## config.mk

```make
export PLATFORM = sky130hd
export DESIGN_NAME = gdm_bram_ctrl
export DESIGN_NICKNAME = d
export VERILOG_FILES = /design/src/rtl/gdm_bram_pkg.sv /design/src/rtl/gdm_rr_arb2.sv /design/src/rtl/gdm_bram_ctrl.sv
export SDC_FILE = /design/constraint.sdc
export NUM_CORES = 1
export LEC_CHECK = 0
export ABC_AREA = 1
export BUFFER_PORTS_ARGS = -buffer_cell sky130_fd_sc_hd__buf_4
export CORE_AREA = 2 2 168 170
export CTS_CLUSTER_SIZE = 25
export DETAILED_ROUTE_END_ITERATION = 8
export DIE_AREA = 0 0 170 172
export GPL_ROUTABILITY_DRIVEN = 0
export PLACE_DENSITY = 0.42
export SETUP_SLACK_MARGIN = 0.4
export SYNTH_ARGS = -nofsm -noshare
export SYNTH_HDL_FRONTEND = slang
export SYNTH_HIERARCHICAL = 1
export SYNTH_SLANG_ARGS = --single-unit
export TNS_END_PERCENT = 1
```

## constraint.sdc

```tcl
create_clock -name clk -period 2.9 [get_ports clk]
set_input_delay 0.29 -clock clk [delete_from_list [all_inputs] [get_ports clk]]
set_output_delay 0.29 -clock clk [all_outputs]
set_load 0.05 [all_outputs]
```

## src/rtl/gdm_bram_pkg.sv

```systemverilog
// Shared constants and state type for the GDM buffer RAM access controller.
package gdm_bram_pkg;

  localparam int unsigned GDM_AW    = 10;
  localparam int unsigned GDM_DW    = 75;
  localparam int unsigned GDM_DEPTH = 1 << GDM_AW;

  typedef enum logic {
    RUN   = 1'b0,
    CLEAR = 1'b1
  } gdm_state_e;

endpackage

```

## src/rtl/gdm_rr_arb2.sv

```systemverilog
// Two-way round-robin arbiter: a lone request is granted at once; on contention the
// port named by the pointer wins, and any grant hands priority to the other port.
module gdm_rr_arb2 (
  input  logic       clk,
  input  logic       rst,
  input  logic [1:0] valid_i,
  input  logic       advance_i,
  output logic [1:0] grant_o
);

  logic ptr_q, ptr_d;

  always_comb begin
    grant_o = valid_i;
    if (valid_i == 2'b11) begin
      grant_o = ptr_q ? 2'b10 : 2'b01;
    end
    ptr_d = ptr_q;
    // Port 0 granted -> port 1 next, and vice versa.
    if (advance_i && (grant_o != 2'b00)) begin
      ptr_d = grant_o[0];
    end
  end

  always_ff @(posedge clk or posedge rst) begin
    if (rst) begin
      ptr_q <= 1'b0;
    end else begin
      ptr_q <= ptr_d;
    end
  end

endmodule

```

## src/rtl/gdm_bram_ctrl.sv

```systemverilog
// Access controller for the simple-dual-port GDM buffer RAM: round-robin write port,
// fixed-latency read port, optional zero sweep enabled by GDM_BRAM_CLEAR_EN.
module gdm_bram_ctrl
  import gdm_bram_pkg::*;
#(
  parameter int unsigned AW = GDM_AW,
  parameter int unsigned DW = GDM_DW
) (
  input  logic          clk,
  input  logic          rst,
  input  logic          wr0_valid,
  output logic          wr0_ready,
  input  logic [AW-1:0] wr0_addr,
  input  logic [DW-1:0] wr0_data,
  input  logic          wr1_valid,
  output logic          wr1_ready,
  input  logic [AW-1:0] wr1_addr,
  input  logic [DW-1:0] wr1_data,
  input  logic          rd_req_valid,
  output logic          rd_req_ready,
  input  logic [AW-1:0] rd_req_addr,
  output logic          rd_rsp_valid,
  output logic [DW-1:0] rd_rsp_data,
  input  logic          clr_start,
  output logic          clr_busy,
  output logic          clr_done,
  output logic [AW-1:0] bram_addra,
  output logic [DW-1:0] bram_dina,
  output logic          bram_wea,
  output logic [AW-1:0] bram_addrb,
  input  logic [DW-1:0] bram_doutb
);

  logic          run;
  logic [1:0]    wr_valid;
  logic [1:0]    grant;
  logic          wr_fire;
  logic          rsp_valid_q;
  logic          wea_q, wea_d;
  logic [AW-1:0] addra_q, addra_d;
  logic [DW-1:0] dina_q, dina_d;

`ifdef GDM_BRAM_CLEAR_EN
  gdm_state_e    state_q, state_d;
  logic [AW-1:0] clr_cnt_q, clr_cnt_d;
  logic          clr_done_q, clr_done_d;

  assign run      = (state_q == RUN);
  assign clr_busy = (state_q == CLEAR);
  assign clr_done = clr_done_q;
`else
  logic unused_clr_start;

  assign run              = 1'b1;
  assign clr_busy         = 1'b0;
  assign clr_done         = 1'b0;
  assign unused_clr_start = clr_start;
`endif

  // Requests are masked during a sweep so they stay pending and the pointer holds.
  assign wr_valid = {wr1_valid, wr0_valid} & {2{run}};

  gdm_rr_arb2 u_arb (
    .clk       (clk),
    .rst       (rst),
    .valid_i   (wr_valid),
    .advance_i (wr_fire),
    .grant_o   (grant)
  );

  assign wr_fire      = |grant;
  assign wr0_ready    = grant[0];
  assign wr1_ready    = grant[1];
  assign rd_req_ready = run;

  assign bram_addrb   = rd_req_addr;
  assign rd_rsp_data  = bram_doutb;
  assign rd_rsp_valid = rsp_valid_q;
  assign bram_wea     = wea_q;
  assign bram_addra   = addra_q;
  assign bram_dina    = dina_q;

  always_comb begin
    wea_d   = 1'b0;
    addra_d = addra_q;
    dina_d  = dina_q;
    if (wr_fire) begin
      wea_d   = 1'b1;
      addra_d = grant[1] ? wr1_addr : wr0_addr;
      dina_d  = grant[1] ? wr1_data : wr0_data;
    end
`ifdef GDM_BRAM_CLEAR_EN
    state_d    = state_q;
    clr_cnt_d  = clr_cnt_q;
    clr_done_d = 1'b0;
    if (state_q == CLEAR) begin
      wea_d     = 1'b1;
      addra_d   = clr_cnt_q;
      dina_d    = '0;
      clr_cnt_d = clr_cnt_q + 1'b1;
      if (clr_cnt_q == '1) begin
        state_d    = RUN;
        clr_done_d = 1'b1;
      end
    end else if (clr_start) begin
      // A write granted this cycle is registered ahead of the first sweep word.
      state_d = CLEAR;
    end
`endif
  end

  always_ff @(posedge clk or posedge rst) begin
    if (rst) begin
      wea_q       <= 1'b0;
      addra_q     <= '0;
      dina_q      <= '0;
      rsp_valid_q <= 1'b0;
`ifdef GDM_BRAM_CLEAR_EN
      state_q     <= RUN;
      clr_cnt_q   <= '0;
      clr_done_q  <= 1'b0;
`endif
    end else begin
      wea_q       <= wea_d;
      addra_q     <= addra_d;
      dina_q      <= dina_d;
      rsp_valid_q <= rd_req_valid & run;
`ifdef GDM_BRAM_CLEAR_EN
      state_q     <= state_d;
      clr_cnt_q   <= clr_cnt_d;
      clr_done_q  <= clr_done_d;
`endif
    end
  end

endmodule

```

==> impl_metrics.ini <==
[run_status]
status = finished, final reports clean

[synthesis]
syn_avg_cell_area_um2 = 8.20
netlist_instances = 568
synth_top_family_by_area = simple AND/OR/NAND/NOR gates
synth_seq_cells = 88
synth_top_area_share_pct = 47.3
ys_types = 14
yosys.area_share.simple_pct = 32.6
synthAdderAreaFrac_pct = 0
yosysTopAreaCell = dfrtp_1
synth_compound_area_share_pct = 0.322
synth.area.top_cells = dfrtp_1 47%, nand3_1 18%, buf_4 15%
ys_seq_area_share_pct = 47.3
yosys_warnings = 6
synth_mux_area_share_pct = 0
synthesis.area_um2 = 4660
synth-xor-area-share_pct = 0

[clock_tree]
ctsResizeCount = 0
clkLatencyLatePin_ps = 340
htree_levels = 3
cts_buffers = 9
clock-root-buffer = clkbuf_16
cts_setup_buffers = 0
cts_sinks = 88
clockBufferDepth = 2
cts_tree = done
clkSlewWorstSetupHoldPaths_ps = 60

[critical_path]
rrSetupSlack_ps = 980
r2r-start = u_arb/ptr_q
path_cells = inv_1, a21boi_4, buf_4, buf_4
criticalPathCategory = flop to output port
critPathMaxFanout = 41
arrival_ps = 1700
cp_slowest_cell = buf_4
cpMostUsedCell = buf_4
worstSetupEndpoint = wr1_ready
crit_path_start = u_arb/ptr_q
cp_slowest_stage_delay_ps = 420
critPathTopFamily = buffers and inverters
cp_num_cells = 4
reg2reg_depth = 7
r2r-end = bram_dina[29]
crit_buf_inv = 3
required_ps = 2610
end_kind = output port
timing.critical_path.from_type = flop

[timing]
fin_ws_ps = 912
skew_ps = 11.8
hold_violations = 0
slew_headroom_pct = 44.0
finalSetupViolations = 0
worstMarginPinSlew_ps = 840
period_needed_ps = 1990
final.period_utilization_pct = 68.6
max_freq_mhz = 503
rsz0062_at_grt = no
slew_viol_final = 0
fin_setup_tns_ps = 0
whs_ps = 60.2

[cells_and_area]
multi_input_area_um2 = 1570
antenna_cells = 0
syn2layout_area_growth_pct = 41.3
drive_above_1_share_pct = 39.9
fillers = 3100
final_cell_mix = 273 x buf_4, 173 x nand2_1, 171 x nand3_1, 88 x dfrtp_1, 9 x clkbuf_16
layout_commonest_cell = buf_4
fin_util_pct = 23.9
register_area_um2 = 2200
final_area_um2 = 6580
stdcell_count = 1078
fin_nets = 990

[power]
swShare_pct = 46.4
p_int_mw = 3.02
switchingPower_mw = 2.62
seqPwrFrac_pct = 31.1
pwr-share-clk_pct = 20.7
ir_drop_v = 0.000287
leakage_nw = 3.32
power_frac_comb_pct = 48.2
power_density_nw_per_um2 = 857
finalPower_mw = 5.64

[grt]
antenna_found_initial = 0
grt-ovfl-total = 0
grt_pass1_vias = 4207
grt_max_degree = 88
grt.total_usage_pct = 11.1
grt_pass1_wl_um = 24500

[floorplan]
fp.dieH_um = 172
die_area_um2 = 29200
io_pins = 438
start_util_pct = 16.9
num_rows = 61
fp.dieW_um = 170
core_um2 = 27500

[drt]
drt-total-wl_um = 16500
ant_nets = 0
dr.pass1.iters = 4
vias_per_cell = 4.01
wl_per_cell_um = 15.3
drcViolationCount = 0
routed-via-count = 4321
drt-initial-drc-count = 207

[hold_path]
holdPathStages = 1
min_from = rd_req_valid
hold_class = input port to flop

[placement]
dp_slack_ps = 929
hpwlAfterDp_um = 11400
io_buffer_count = 263
detailed_place.area_um2 = 6290
place_inst = 1063

[flow_run]
maxCapViolCount = 0
==> synthesized netlist by cell type <==
library cell,n
nand2_1,173
inv_1,4
buf_4,92
inv_2,1
nand3_1,171
a21boi_0,1
buf_1,1
buf_2,21
buf_6,7
clkbuf_1,5
dfrtp_1,88
nor2_4,1
conb_1,2
a21boi_1,1
==> cell families (layout without fill, tap and decap cells) <==
family                 Yosys count  after routing
AND/OR/NAND/NOR                345            345
buffers and inverters          131            294
flip-flops                      88             88
other                            2              3
AO/OA/AOI/OAI                    2              2
==> sequential cells by signal, indices dropped and copies added (netlist names) <==
name          cells
bram_dina        75
u_arb/ptr_q       1
rd_rsp_valid      1
bram_wea          1
bram_addra       10
==> power by group through the flow <==
stage / Clock [mW] / Sequential, mW / Combinational [mW]
after detailed placement: 0 / 1.77 / 2.77
after floorplan: 0 / 2.90 / 0.969
final: 1.17 / 1.75 / 2.72
after global placement: 0 / 1.77 / 2.77
after global routing: 1.29 / 1.80 / 2.89
after CTS: 1.26 / 1.75 / 2.77
==> timing repair <==
action                     4_1_cts  5_1_grt
hold endpoints to repair         1        0
setup endpoints to repair        0        0
hold buffers                     1        0
==> layout make-up <==
type	instances	share of cell area, %
clock inverters	4	0.723
flip-flops and latches	88	33.5
repair buffers	275	31.6
well taps	346	6.58
inverters	5	0.342
multi-input cells	350	23.8
clock buffers	10	3.48
==> worst min path at each step <==
| stage | endpoint | slack, ps |
|---|---|---|
| finish | rd_rsp_valid | 60 |
| global route | rd_rsp_valid | 30 |
| detailed placement | u_arb/ptr_q | 170 |
| floorplan | u_arb/ptr_q | 20 |
| CTS | rd_rsp_valid | 40 |
| global placement | u_arb/ptr_q | 170 |
==> per-layer routing <==
metal  share of wire, %  routed length, um  vias to the layer above  GRT usage [%]
met5                  0                  0                        -              0
met4                3.0                488                        0           5.20
met3                8.8               1460                       36           3.64
met2                 48               7940                      204           18.8
met1                 40               6600                     2007           12.6
li1                   -                  -                     2074              -
(Power assumes the default switching activity.)
